### src/rtl/pingpong_mem_ctrl.sv
// Ping-pong sample buffer between a producer and a 1-cycle-latency reader.
// Two on-chip memory banks alternate between fill and drain.
//
// Ports:
//   clk_clk, reset_reset_n    : clock, async active-low reset
//   flush                     : sync clear of pointers and full flags
//   wr_valid/wr_data/wr_ready : producer sample handshake
//   rd_req/rd_valid/rd_data   : consumer request and 1-cycle response
//   underrun, underrun_cnt    : miss pulse and saturating miss count
//   bank_full                 : per-bank full flags
//   m0_*, m1_*                : on-chip memory slave ports
module pingpong_mem_ctrl #(
  parameter int DEPTH = 256
) (
  input  logic        clk_clk,
  input  logic        reset_reset_n,
  input  logic        flush,
  input  logic        wr_valid,
  input  logic [15:0] wr_data,
  output logic        wr_ready,
  input  logic        rd_req,
  output logic        rd_valid,
  output logic [15:0] rd_data,
  output logic        underrun,
  output logic [15:0] underrun_cnt,
  output logic [1:0]  bank_full,
  output logic [7:0]  m0_address,
  output logic        m0_chipselect,
  output logic        m0_write,
  output logic [15:0] m0_writedata,
  output logic [1:0]  m0_byteenable,
  output logic        m0_clken,
  input  logic [15:0] m0_readdata,
  output logic [7:0]  m1_address,
  output logic        m1_chipselect,
  output logic        m1_write,
  output logic [15:0] m1_writedata,
  output logic [1:0]  m1_byteenable,
  output logic        m1_clken,
  input  logic [15:0] m1_readdata
);

  localparam logic [7:0] LAST = 8'(DEPTH - 1);

  logic        wr_bank;
  logic        rd_bank;
  logic [7:0]  wr_addr;
  logic [7:0]  rd_addr;
  logic [1:0]  full_q;
  logic [1:0]  full_nxt;
  logic        rd_pend;
  logic        rd_sel;
  logic        miss_q;
  logic [15:0] cnt_q;

  logic wr_xfer;
  logic rd_acc;
  logic rd_miss;
  logic wr_last;
  logic rd_last;

  // Gating with reset keeps every strobe low while reset is held,
  // without waiting for a clock edge.
  assign wr_ready = reset_reset_n & ~full_q[wr_bank] & ~flush;
  assign wr_xfer  = wr_valid & wr_ready;
  assign rd_acc   = reset_reset_n & rd_req
                  & full_q[rd_bank] & ~flush;
  assign rd_miss  = reset_reset_n & rd_req & ~rd_acc;
  assign wr_last  = wr_xfer & (wr_addr == LAST);
  assign rd_last  = rd_acc & (rd_addr == LAST);

  // Set and clear always hit different banks, so both apply.
  always_comb begin
    full_nxt = full_q;
    if (wr_last) full_nxt[wr_bank] = 1'b1;
    if (rd_last) full_nxt[rd_bank] = 1'b0;
  end

  always_ff @(posedge clk_clk or negedge reset_reset_n) begin
    if (!reset_reset_n) begin
      wr_bank <= 1'b0;
      rd_bank <= 1'b0;
      wr_addr <= '0;
      rd_addr <= '0;
      full_q  <= '0;
      rd_pend <= 1'b0;
      rd_sel  <= 1'b0;
      miss_q  <= 1'b0;
      cnt_q   <= '0;
    end else begin
      // A read already issued still returns its data across a flush.
      rd_pend <= rd_acc;
      miss_q  <= rd_miss;
      if (rd_acc) rd_sel <= rd_bank;
      if (rd_miss && cnt_q != 16'hFFFF)
        cnt_q <= cnt_q + 16'd1;
      if (flush) begin
        wr_bank <= 1'b0;
        rd_bank <= 1'b0;
        wr_addr <= '0;
        rd_addr <= '0;
        full_q  <= '0;
      end else begin
        full_q <= full_nxt;
        if (wr_last) begin
          wr_addr <= '0;
          wr_bank <= ~wr_bank;
        end else if (wr_xfer) begin
          wr_addr <= wr_addr + 8'd1;
        end
        if (rd_last) begin
          rd_addr <= '0;
          rd_bank <= ~rd_bank;
        end else if (rd_acc) begin
          rd_addr <= rd_addr + 8'd1;
        end
      end
    end
  end

  assign rd_valid     = rd_pend | miss_q;
  assign rd_data      = rd_pend ? (rd_sel ? m1_readdata
                                          : m0_readdata)
                                : 16'h0000;
  assign underrun     = miss_q;
  assign underrun_cnt = cnt_q;
  assign bank_full    = full_q;

  assign m0_clken      = 1'b1;
  assign m1_clken      = 1'b1;
  assign m0_byteenable = 2'b11;
  assign m1_byteenable = 2'b11;

  logic wr0, wr1, rd0, rd1;
  assign wr0 = wr_xfer & ~wr_bank;
  assign wr1 = wr_xfer &  wr_bank;
  assign rd0 = rd_acc  & ~rd_bank;
  assign rd1 = rd_acc  &  rd_bank;

  always_comb begin
    m0_chipselect = wr0 | rd0;
    m0_write      = wr0;
    m0_writedata  = wr0 ? wr_data : 16'h0000;
    m0_address    = 8'h00;
    if (wr0)      m0_address = wr_addr;
    else if (rd0) m0_address = rd_addr;
  end

  always_comb begin
    m1_chipselect = wr1 | rd1;
    m1_write      = wr1;
    m1_writedata  = wr1 ? wr_data : 16'h0000;
    m1_address    = 8'h00;
    if (wr1)      m1_address = wr_addr;
    else if (rd1) m1_address = rd_addr;
  end

endmodule
### config.mk
export PLATFORM = sky130hd
export DESIGN_NAME = pingpong_mem_ctrl
export DESIGN_NICKNAME = d
export VERILOG_FILES = /design/src/rtl/pingpong_mem_ctrl.sv
export SDC_FILE = /design/constraint.sdc
export NUM_CORES = 1
export LEC_CHECK = 0
export ABC_CLOCK_PERIOD_IN_PS = 1900
export CAP_MARGIN = 15
export CORE_ASPECT_RATIO = 1.4
export CORE_MARGIN = 1
export CORE_UTILIZATION = 40
export CTS_BUF_LIST = sky130_fd_sc_hd__clkbuf_8
export DETAILED_ROUTE_END_ITERATION = 10
export HOLD_SLACK_MARGIN = 0.03
export PLACE_DENSITY = 0.93
export SYNTH_ARGS = -nofsm -noshare
export SYNTH_HDL_FRONTEND = slang
export SYNTH_SLANG_ARGS = --single-unit
### constraint.sdc
create_clock -name clk_clk -period 1.9 [get_ports clk_clk]
set_input_delay 0.285 -clock clk_clk [delete_from_list [all_inputs] [get_ports clk_clk]]
set_output_delay 0.285 -clock clk_clk [all_outputs]
set_load 0.03 [all_outputs]
==> metrics, run 1 <==
Net Switching=0.7644 mW; leakage power=2.115 nW; clock input transition at the sequential cells of the worst setup and hold paths=90 ps; number of standard cells in the final layout excluding fillers=554; main area contributors after synthesis=sky130_fd_sc_hd__dfrtp_1, sky130_fd_sc_hd__mux2i_1, sky130_fd_sc_hd__nand2_1, sky130_fd_sc_hd__and3_1, sky130_fd_sc_hd__xor2_1; Warnings, synthesis=0; final period utilization=105.0%; final hold vios=0; Sinks on Clock Net=39; fraction of final layout cells sized beyond drive strength 1=34.38%; Placeable Area=6569 sq um; router iterations before antenna repair=4; total power per unit cell area=537.4 nW/um^2; Yosys cell types=47; clock insertion delay at the later pin of the skew report=300 ps; number of filler cells placed in the layout=469; Clk pwr share=33.4%; worst clock skew=9.697 ps; Fmax achieved=0.5012 GHz; Avg Cell Area, Syn=8.730 sq um; class of the worst hold path=in2async; worst-path fanout max=8; initial antenna violation count=0; most frequently used cell type in the post-synthesis netlist=sky130_fd_sc_hd__dfrtp_1; proportion of power drawn by flip-flops and latches=38.9%; gate count after technology mapping=312; status=finished with violations; number of buffers inserted during clock tree synthesis=5; list of most frequent post-synthesis cells=sky130_fd_sc_hd__dfrtp_1, sky130_fd_sc_hd__nand2_1, sky130_fd_sc_hd__and3_1; Max rail drop VDD=585.8 uV; DRT Wirelength=9165 um; GP Congestion=0.9915; reported max-cap violation count=0; fraction of synthesis flops using an asynchronous set or reset pin=100.0%; H-tree levels=2; part of the total power dissipated in combinational logic=27.7%; master cell of the clock root buffer=sky130_fd_sc_hd__clkbuf_8; failing checks=negative setup slack; Die Outline Area=7148 sq um; global-route total usage across every layer=25.23%; floorplan die height=99.64 um; worst setup slack after layout=-95.12 ps; sequential fraction of the synthesis area=35.83%; num ports=148; ANT nets after route=0; worst setup path class=reg2out; count of flip-flops with a built-in enable after synthesis=0; Pint=1.749 mW; Port-buffer cells=141; pin count of the biggest net entering global routing=41; Mapped Area=2724 sq um; type of element capturing the critical path=output pin; worst-case hold slack=190.6 ps; library cell with the largest summed area after synthesis=sky130_fd_sc_hd__dfrtp_1; Placed Instance Area=4189 sq um; total grt overflow=0; Worst slew margin=65.77%; area growth from synthesis to layout=71.70%; via count of the first global-routing pass=2969; number of max-slew violations in the final report=0; post-DR vias/cell=5.475; DRC violations left=0; Worst Tran Pin Value=513.4 ps; detailed placer's ending HPWL=6668 um; Non-Filler Cell Area, Final=4677 sq um; share of the core filled with cells=71.20%; starting utilization of the core area=41.47%; number of instances in the placed design=537; Register-to-Register Path Depth=7; clock period minus final worst setup slack=1995 ps; number of failing setup endpoints in the final timing report=41; die width=71.74 um; DRT iter0 DRCs=190; most used flip-flop cell after synthesis=sky130_fd_sc_hd__dfrtp_1; Net count, final=535; data arrival time of the critical path=1710 ps; RSZ-0062 raised after global routing=yes; maximum number of buffers from clock root to sink=2; wire length of the first global-routing pass=14260 um; clock tree from TritonCTS=done; net switching share of the total power=30.41%; type of origin of the critical path=flop; post-synthesis register bit count=39; proportion of netlist area held by the largest area contributor=35.83%; required time of the worst setup path=1620 ps; ant diodes=0; Rows=35; average wire length per cell after detail routing=16.54 um; total via count after detailed routing=3033
## critical path, stage by stage, from the launching register on
cell                      delay (ps)
sky130_fd_sc_hd__dfrtp_1         430
sky130_fd_sc_hd__mux2_4          280
sky130_fd_sc_hd__and3_4          190
sky130_fd_sc_hd__a21oi_4         150
sky130_fd_sc_hd__buf_8           170
sky130_fd_sc_hd__a21oi_2          50
sky130_fd_sc_hd__buf_6           130
## power groups by stage
stage	sequential (mW)	combinational (mW)	clock, mW
floorplan	1.11	0.215	0
detailed placement	0.996	0.686	0
finish	0.979	0.695	0.839
global route	0.991	0.735	0.878
CTS	0.980	0.696	0.851
global placement	0.988	0.664	0
## what timing repair did
action,4_1_cts,5_1_grt
resized for setup,53,27
setup buffers,8,1
cloned,1,0
pin swaps,6,4
hold buffers,0,0
setup endpoints to repair,52,56
## metrics by stage
| stage | total power [mW] | setup TNS, ps | setup WS [ps] |
|---|---|---|---|
| after floorplan | 1.329 | -539.8 | -85.47 |
| after global placement | 1.652 | -5743 | -192.2 |
| after detailed placement | 1.682 | -8681 | -254.8 |
| after CTS | 2.528 | -1724 | -70.60 |
| after global routing | 2.604 | -4892 | -159.6 |
| final | 2.513 | -1637 | -95.12 |
## cells in the final DEF (no fill, tap or decap), types with 8 or more instances in the layout
| cell type | n |
|---|---|
| sky130_fd_sc_hd__xor2_1 | 14 |
| sky130_fd_sc_hd__buf_6 | 51 |
| sky130_fd_sc_hd__o21ai_0 | 8 |
| sky130_fd_sc_hd__nand3_1 | 11 |
| sky130_fd_sc_hd__inv_1 | 8 |
| sky130_fd_sc_hd__buf_4 | 49 |
| sky130_fd_sc_hd__dfrtp_1 | 37 |
| sky130_fd_sc_hd__nor2_1 | 20 |
| sky130_fd_sc_hd__clkdlybuf4s50_1 | 69 |
| sky130_fd_sc_hd__and2_2 | 9 |
| sky130_fd_sc_hd__nand2_1 | 35 |
| sky130_fd_sc_hd__xnor2_1 | 9 |
| sky130_fd_sc_hd__and3_1 | 18 |
| sky130_fd_sc_hd__nand4_1 | 10 |
| sky130_fd_sc_hd__mux2i_1 | 16 |
| sky130_fd_sc_hd__nor2b_1 | 17 |
## final cells by class
cell class              count  area, sq um  share of cell area, %
multi-input cells         250         1745                  37.32
repair buffers            174         1685                  36.04
flip-flops and latches     39        978.4                  20.92
well taps                  74        92.59                  1.980
clock buffers               5        68.82                  1.471
clock inverters             3        67.56                  1.445
inverters                   9        38.79                 0.8293
## state kept, by name, indices dropped and copies added, names as in the netlist
register	cells
rd_bank	1
rd_sel	1
rd_pend	1
wr_addr	8
underrun	1
wr_bank	1
rd_addr	8
underrun_cnt	16
bank_full	2
## path summary, 6_finish.rpt
kind | slack, ps | start | to
max in group asynchronous | 1330 | reset_reset_n | wr_bank
hold / removal | 190 | reset_reset_n | underrun_cnt[10]
hold reg to reg | 490 | underrun_cnt[15] | underrun_cnt[15]
setup / recovery | -100 | bank_full[1] | m1_address[1]
min in group clk_clk | 490 | underrun_cnt[15] | underrun_cnt[15]
setup reg to reg | 30 | wr_bank | wr_addr[3]
## cell families after synthesis
family                   after synthesis  synth area share (%)
buffers and inverters                 29                 5.512
flip-flops                            39                 35.83
multiplexers                          20                 7.625
adder cells (fa/ha/maj)                3                 1.378
AND/OR/NAND/NOR                      154                 31.01
other                                  1                0.1377
AO/OA/AOI/OAI                         43                 11.12
XOR/XNOR                              23                 7.396
## layer usage
metal | up-vias | global-route usage, % | part of all wire (%)
met1 | 1454 | 30.26 | 38
li1 | 1406 | - | -
met5 | - | 0 | 0
met3 | 17 | 4.965 | 8.9
met2 | 156 | 45.28 | 51
met4 | 0 | 7.089 | 1.9
No activity file was read; power rests on OpenSTA's default activity.
==> inputs of run 2 (changes only) <==
--- a/config.mk
+++ b/config.mk
@@ -11,6 +11,7 @@
 export CORE_MARGIN = 1
 export CORE_UTILIZATION = 40
 export CTS_BUF_LIST = sky130_fd_sc_hd__clkbuf_8
+export CTS_CLUSTER_SIZE = 8
 export DETAILED_ROUTE_END_ITERATION = 10
 export HOLD_SLACK_MARGIN = 0.03
 export PLACE_DENSITY = 0.93
==> results of run 2 <==
Final layout, timing and power as in run 1 (identical DEF).
